File: src/rtl/puf_key_receiver_if.sv
// puf_key_receiver_if: PUF response input and AES key valid/ready output bundle
interface puf_key_receiver_if #(parameter int KEY_W = 128);
  logic [KEY_W-1:0] puf_key;
  logic             puf_enable;
  logic [KEY_W-1:0] key_out;
  logic             key_valid;
  logic             key_ready;
  modport master (input puf_key, puf_enable, key_ready, output key_out, key_valid);
  modport slave (output puf_key, puf_enable, key_ready, input key_out, key_valid);
endinterface

File: src/rtl/puf_key_receiver.sv
// puf_key_receiver: samples a PUF response N times, majority-votes a key and hands it to AES
module puf_key_receiver #(
  parameter int KEY_W     = 128,
  parameter int N_SAMPLES = 5,
  parameter int GAP       = 2,
  parameter int TIMEOUT   = 1024
) (
  input  logic               clk,
  input  logic               reset,
  input  logic               start,
  puf_key_receiver_if.master bus,
  output logic               busy,
  output logic               error,
  output logic [7:0]         unstable_bits
);
  localparam int CW = $clog2(N_SAMPLES + 1);
  localparam int SW = $clog2(N_SAMPLES);
  localparam int GW = GAP > 1 ? $clog2(GAP) : 1;
  localparam int TW = $clog2(TIMEOUT);
  typedef enum logic [2:0] {S_IDLE, S_WAIT, S_SAMPLE, S_GAP, S_VOTE, S_HOLD} state_t;
  state_t           st, nxt;
  logic [CW-1:0]    cnt [KEY_W];
  logic [SW-1:0]    sample_cnt;
  logic [GW-1:0]    gap_cnt;
  logic [TW-1:0]    to_cnt;
  logic [KEY_W-1:0] key_q, vote;
  logic [31:0]      ucount;
  logic             en;
  assign en            = bus.puf_enable;
  assign bus.key_out   = key_q;
  assign bus.key_valid = st == S_HOLD;
  assign busy          = st inside {S_WAIT, S_SAMPLE, S_GAP, S_VOTE};
  // state register
  always_ff @(posedge clk or negedge reset)
    if (!reset) st <= S_IDLE;
    else st <= nxt;
  // next state; losing enable while sampling aborts the run
  always_comb begin
    nxt = st;
    case (st)
      S_IDLE:   nxt = start ? S_WAIT : S_IDLE;
      S_WAIT:   nxt = en ? S_SAMPLE : (to_cnt == TW'(TIMEOUT - 1) ? S_IDLE : S_WAIT);
      S_SAMPLE: nxt = !en ? S_IDLE : sample_cnt == SW'(N_SAMPLES - 1) ? S_VOTE : GAP == 0 ? S_SAMPLE : S_GAP;
      S_GAP:    nxt = !en ? S_IDLE : gap_cnt == GW'(GAP - 1) ? S_SAMPLE : S_GAP;
      S_VOTE:   nxt = S_HOLD;
      S_HOLD:   nxt = bus.key_ready ? S_IDLE : S_HOLD;
      default:  nxt = S_IDLE;
    endcase
  end
  // per-bit majority and count of bits whose samples disagreed
  always_comb begin
    vote   = '0;
    ucount = '0;
    for (int i = 0; i < KEY_W; i++) begin
      vote[i] = cnt[i] > CW'(N_SAMPLES / 2);
      ucount  = ucount + 32'(cnt[i] != '0 && cnt[i] != CW'(N_SAMPLES));
    end
  end
  // counters, accumulation, error flag and voted result registers
  always_ff @(posedge clk or negedge reset)
    if (!reset) begin
      sample_cnt    <= '0;
      gap_cnt       <= '0;
      to_cnt        <= '0;
      error         <= 1'b0;
      key_q         <= '0;
      unstable_bits <= '0;
      for (int i = 0; i < KEY_W; i++) cnt[i] <= '0;
    end else begin
      if (st == S_IDLE && start) begin
        sample_cnt <= '0;
        to_cnt     <= '0;
        error      <= 1'b0;
        for (int i = 0; i < KEY_W; i++) cnt[i] <= '0;
      end
      if (st == S_WAIT && !en) begin
        to_cnt <= to_cnt + 1'b1;
        if (to_cnt == TW'(TIMEOUT - 1)) error <= 1'b1;
      end
      if ((st == S_SAMPLE || st == S_GAP) && !en) error <= 1'b1;
      if (st == S_SAMPLE && en) begin
        sample_cnt <= sample_cnt + 1'b1;
        gap_cnt    <= '0;
        for (int i = 0; i < KEY_W; i++) cnt[i] <= cnt[i] + CW'(bus.puf_key[i]);
      end
      if (st == S_GAP && en) gap_cnt <= gap_cnt + 1'b1;
      if (st == S_VOTE) begin
        key_q         <= vote;
        unstable_bits <= ucount > 32'd255 ? 8'd255 : ucount[7:0];
      end
    end
endmodule

File: src/flat_wrapper.sv
// flat-port wrapper written by rule: the top's interface ports become plain ports
module puf_key_receiver_flat 
#(
  parameter int KEY_W     = 128,
  parameter int N_SAMPLES = 5,
  parameter int GAP       = 2,
  parameter int TIMEOUT   = 1024
)
  (clk, reset, start, busy, error, unstable_bits, bus_puf_key, bus_puf_enable, bus_key_ready, bus_key_out, bus_key_valid);
  puf_key_receiver_if #(.KEY_W(KEY_W)) bus_i ();
  input  logic clk;
  input  logic reset;
  input  logic start;
  output logic busy;
  output logic error;
  output logic [7:0] unstable_bits;
  input wire logic [$bits(bus_i.puf_key)-1:0] bus_puf_key;
  input wire logic [$bits(bus_i.puf_enable)-1:0] bus_puf_enable;
  input wire logic [$bits(bus_i.key_ready)-1:0] bus_key_ready;
  output wire logic [$bits(bus_i.key_out)-1:0] bus_key_out;
  output wire logic [$bits(bus_i.key_valid)-1:0] bus_key_valid;
  assign bus_i.puf_key = bus_puf_key;
  assign bus_i.puf_enable = bus_puf_enable;
  assign bus_i.key_ready = bus_key_ready;
  assign bus_key_out = bus_i.key_out;
  assign bus_key_valid = bus_i.key_valid;
  puf_key_receiver #(.KEY_W(KEY_W), .N_SAMPLES(N_SAMPLES), .GAP(GAP), .TIMEOUT(TIMEOUT)) u_core (.clk(clk), .reset(reset), .start(start), .bus(bus_i), .busy(busy), .error(error), .unstable_bits(unstable_bits));
endmodule
File: config.mk
export PLATFORM = sky130hd
export DESIGN_NAME = puf_key_receiver_flat
export DESIGN_NICKNAME = d
export VERILOG_FILES = /design/src/rtl/puf_key_receiver_if.sv /design/src/rtl/puf_key_receiver.sv /design/src/flat_wrapper.sv
export SDC_FILE = /design/constraint.sdc
export NUM_CORES = 1
export LEC_CHECK = 0
export ABC_AREA = 0
export CORE_UTILIZATION = 30
export CTS_BUF_LIST = sky130_fd_sc_hd__clkbuf_16
export DETAILED_ROUTE_END_ITERATION = 8
export PLACE_DENSITY_LB_ADDON = 0.25
export SLEW_MARGIN = 10
export SYNTH_ARGS = -nofsm -noshare
export SYNTH_HDL_FRONTEND = slang
export SYNTH_SLANG_ARGS = --single-unit
File: constraint.sdc
create_clock -name clk -period 8.1 [get_ports clk]
set_clock_uncertainty 0.05 [all_clocks]
set_input_delay 1.62 -clock clk [delete_from_list [all_inputs] [get_ports clk]]
set_output_delay 1.62 -clock clk [all_outputs]
set_load 0.03 [all_outputs]
==> impl_results.md <==
* CP peak stage delay at 0.60 ns
* Post-DP HPWL at 51.5 mm
* Final worst setup slack at 0.378 ns
* Die Span X at 313 µm
* Overall die area at 98100 µm²
* Antenna Nets Post-Route at 0
* Crit-path cells: xnor2_1, nand2b_1, fa_1, inv_1, fa_1, inv_1, fa_1, fa_1, fa_1, inv_1, fa_1, inv_1, fa_1, fa_1, fa_1, fa_1, fa_1, inv_1, fa_1, nor2b_2, o2111ai_1, a311o_1, o211ai_1
* Mean Syn Cell Area at 10.8 µm²
* Final period demand of the worst path at 7.72 ns
* Area Growth Syn to Fin at 20.7%
* Crit share post-route at 95.3%
* RSZ-0062 raised after global routing: no
* Area after DPL at 33000 µm²
* Startpoint Class: register
* CP Class: reg -> reg
* WP data arrival at 8.21 ns
* Seq/Total Area, Yosys at 46.3%
* Synth cell count leaders: dfrtp_1 (538), o21ai_1 (321), nand2_1 (288), ha_1 (285), a22o_1 (258)
* Synthesis-stage register bit count at 538
* GPL Wtd Cong at 0.757
* Post-synth EDFFs at 0
* GRT Util Overall at 15.8%
* Outcome: completed
* Io pins at 272
* Setup TNS at 0 ns
* Routed wire length per instance at 18.0 µm
* Initial Util at 30.4%
* Async SR Flop Fraction at 100%
* Design Area, Final at 35100 µm²
* Worst-Skew Late Latency at 0.62 ns
* CP Data Required Time at 8.59 ns
* Yosys top cell area share at 46.3%
* Worst Setup End Kind: register
* Most frequent cell after synthesis: dfrtp_1
* DRC at 0
* Yosys cell types at 43
* FP Rows at 113
* Share of cells above drive strength 1 at 3.89%
* Pre-CTS setup slack at 0.190 ns
* Primary FF master, synth: dfrtp_1
* Via count at 20100
* H-tree levels at 3
* Cts bufs inserted at 68
* Final Max Tran Viols at 0
* Number of buffers on the longest clock path at 3
* Yosys top cell by area: dfrtp_1
* ANT cells at 0
* Post-CTS setup buffer count at 0
* First-pass GRT wire length at 120 mm
* Clk sink count at 538
* Post-Syn Nets at 3219
* DRT Wirelength at 76.2 mm
* Top post-synthesis cells by area: dfrtp_1 (46%), ha_1 (12%), fa_1 (7.9%), a22o_1 (7.8%), o21ai_1 (5.5%)
* Initial DRC count at 1230
* Worst-Margin Slew at 1.11 ns
* Overflow after GRT at 0
* Clk slew on worst S/H paths at 0.06 ns
* Port Buffers at 271
* Synth Cell Area at 29000 µm²
* Slew headroom at 26.2%
* Cells after Synth at 2686
* Nets at 3442
* Core ar. at 95400 µm²
* Number of global-route vias before repair at 20300
* Chip height at 313 µm
* Type of the worst min-delay path: reg -> reg
* Critical-path top delay cell: fa_1
* CP dominant cell by count: fa_1
* TritonRoute pass-1 iters at 5
* CP Max Fanout at 4
* Cell family with most CP delay: adder cells
* CTS root buf: clkbuf_16
* Fillers at 9423
* FMAX at 130 MHz
* Final setup vio count at 0
* Ys Warns at 0
* Max_cap viols at 0
* Final Hold Fails at 0
* Post-layout util at 36.7%
* TritonCTS clock tree: yes
* Largest net degree at the start of global routing at 215
* Buffers plus inverters on the worst setup path at 5
* Antenna violations before repair at 5
* Via density at 4.76
## kinds of logic after synthesis
kind of cell / Yosys count / synth area share, %
adder cells (fa/ha/maj): 400 / 20.2
AND/OR/NAND/NOR: 580 / 8.57
flip-flops: 538 / 46.3
AO/OA/AOI/OAI: 804 / 17.3
XOR/XNOR: 132 / 3.98
buffers and inverters: 225 / 3.33
multiplexers: 7 / 0.246
## timing repair
item                       4_1_cts  5_1_grt
resized for setup                0        2
hold buffers                     0        0
setup endpoints to repair        0        3
## final timing paths
check / to / cells after the start / start / slack, ns
min in group asynchronous: u_core.cnt[242] / 1 / reset / 0.99
setup reg to reg: u_core.unstable_bits[6] / 23 / u_core.cnt[230] / 0.38
hold reg to reg: u_core.to_cnt[9] / 1 / u_core.to_cnt[9] / 0.42
max in group asynchronous: u_core.bus.key_out[117] / 2 / reset / 5.52
hold / removal: u_core.to_cnt[9] / 1 / u_core.to_cnt[9] / 0.42
setup / recovery: u_core.unstable_bits[6] / 23 / u_core.cnt[230] / 0.38
## layout by cell type, fill, tap and decap left out, drive strengths merged, types with 16 or more instances in the layout
| cell type | synthesis | layout |
|---|---|---|
| clkbuf | 30 | 71 |
| inv | 92 | 111 |
| nand2b | 87 | 87 |
| a22o | 258 | 258 |
| nand2 | 289 | 289 |
| dfrtp | 538 | 538 |
| a21oi | 133 | 133 |
| clkdlybuf4s50 | 0 | 270 |
| clkinv | 0 | 22 |
| xnor2 | 88 | 88 |
| ha | 285 | 285 |
| o21ai | 398 | 398 |
| buf | 103 | 16 |
| fa | 115 | 115 |
| nor2 | 179 | 179 |
| xor2 | 44 | 44 |
## metal layers
layer | up-vias | GRT usage (%) | wire length, µm
li1 | 9816 | - | -
met1 | 9845 | 22.0 | 36100
met2 | 319 | 24.7 | 34900
met3 | 100 | 3.00 | 3410
met4 | 10 | 4.63 | 1640
met5 | - | 0 | 68
## worst reg2reg max path, delay by kind of cell (launching register included)
kind	cells	cell delay, ns
simple gates	2	0.25
flops	1	0.41
buf+inv	5	0.31
xor+xnor	1	0.17
fa+ha+maj	12	5.94
compound gates	3	0.51
## area by class of cell
type / count / area [µm²] / area share (%)
Multi-Input combinational cell: 1923 / 14700 / 41.8
Sequential cell: 538 / 13500 / 38.4
Timing Repair Buffer: 286 / 2920 / 8.32
Clock buffer: 71 / 1780 / 5.07
Tap cell: 1265 / 1580 / 4.51
Inverter: 92 / 345 / 0.985
Clock inverter: 47 / 317 / 0.903
## per-stage QoR
| stage | hold slack [ns] | std cells |
|---|---|---|
| floorplan | 0.388 | 2686 |
| global placement | 0.415 | 4104 |
| detailed placement | 0.423 | 4104 |
| CTS | 0.430 | 4222 |
| global route | 0.451 | 4222 |
| finish | 0.423 | 4222 |
## registers in the layout, summed over array words and instances, names as in the netlist
name / flops
u_core.cnt: 384
u_core.bus.key_out: 128
u_core.to_cnt: 10
u_core.unstable_bits: 8
u_core.sample_cnt: 3
u_core.st: 3
u_core.error: 1
u_core.gap_cnt: 1
Power is not shown: default switching activity piles up to over one toggle a cycle in this logic, so the estimate is an artifact.
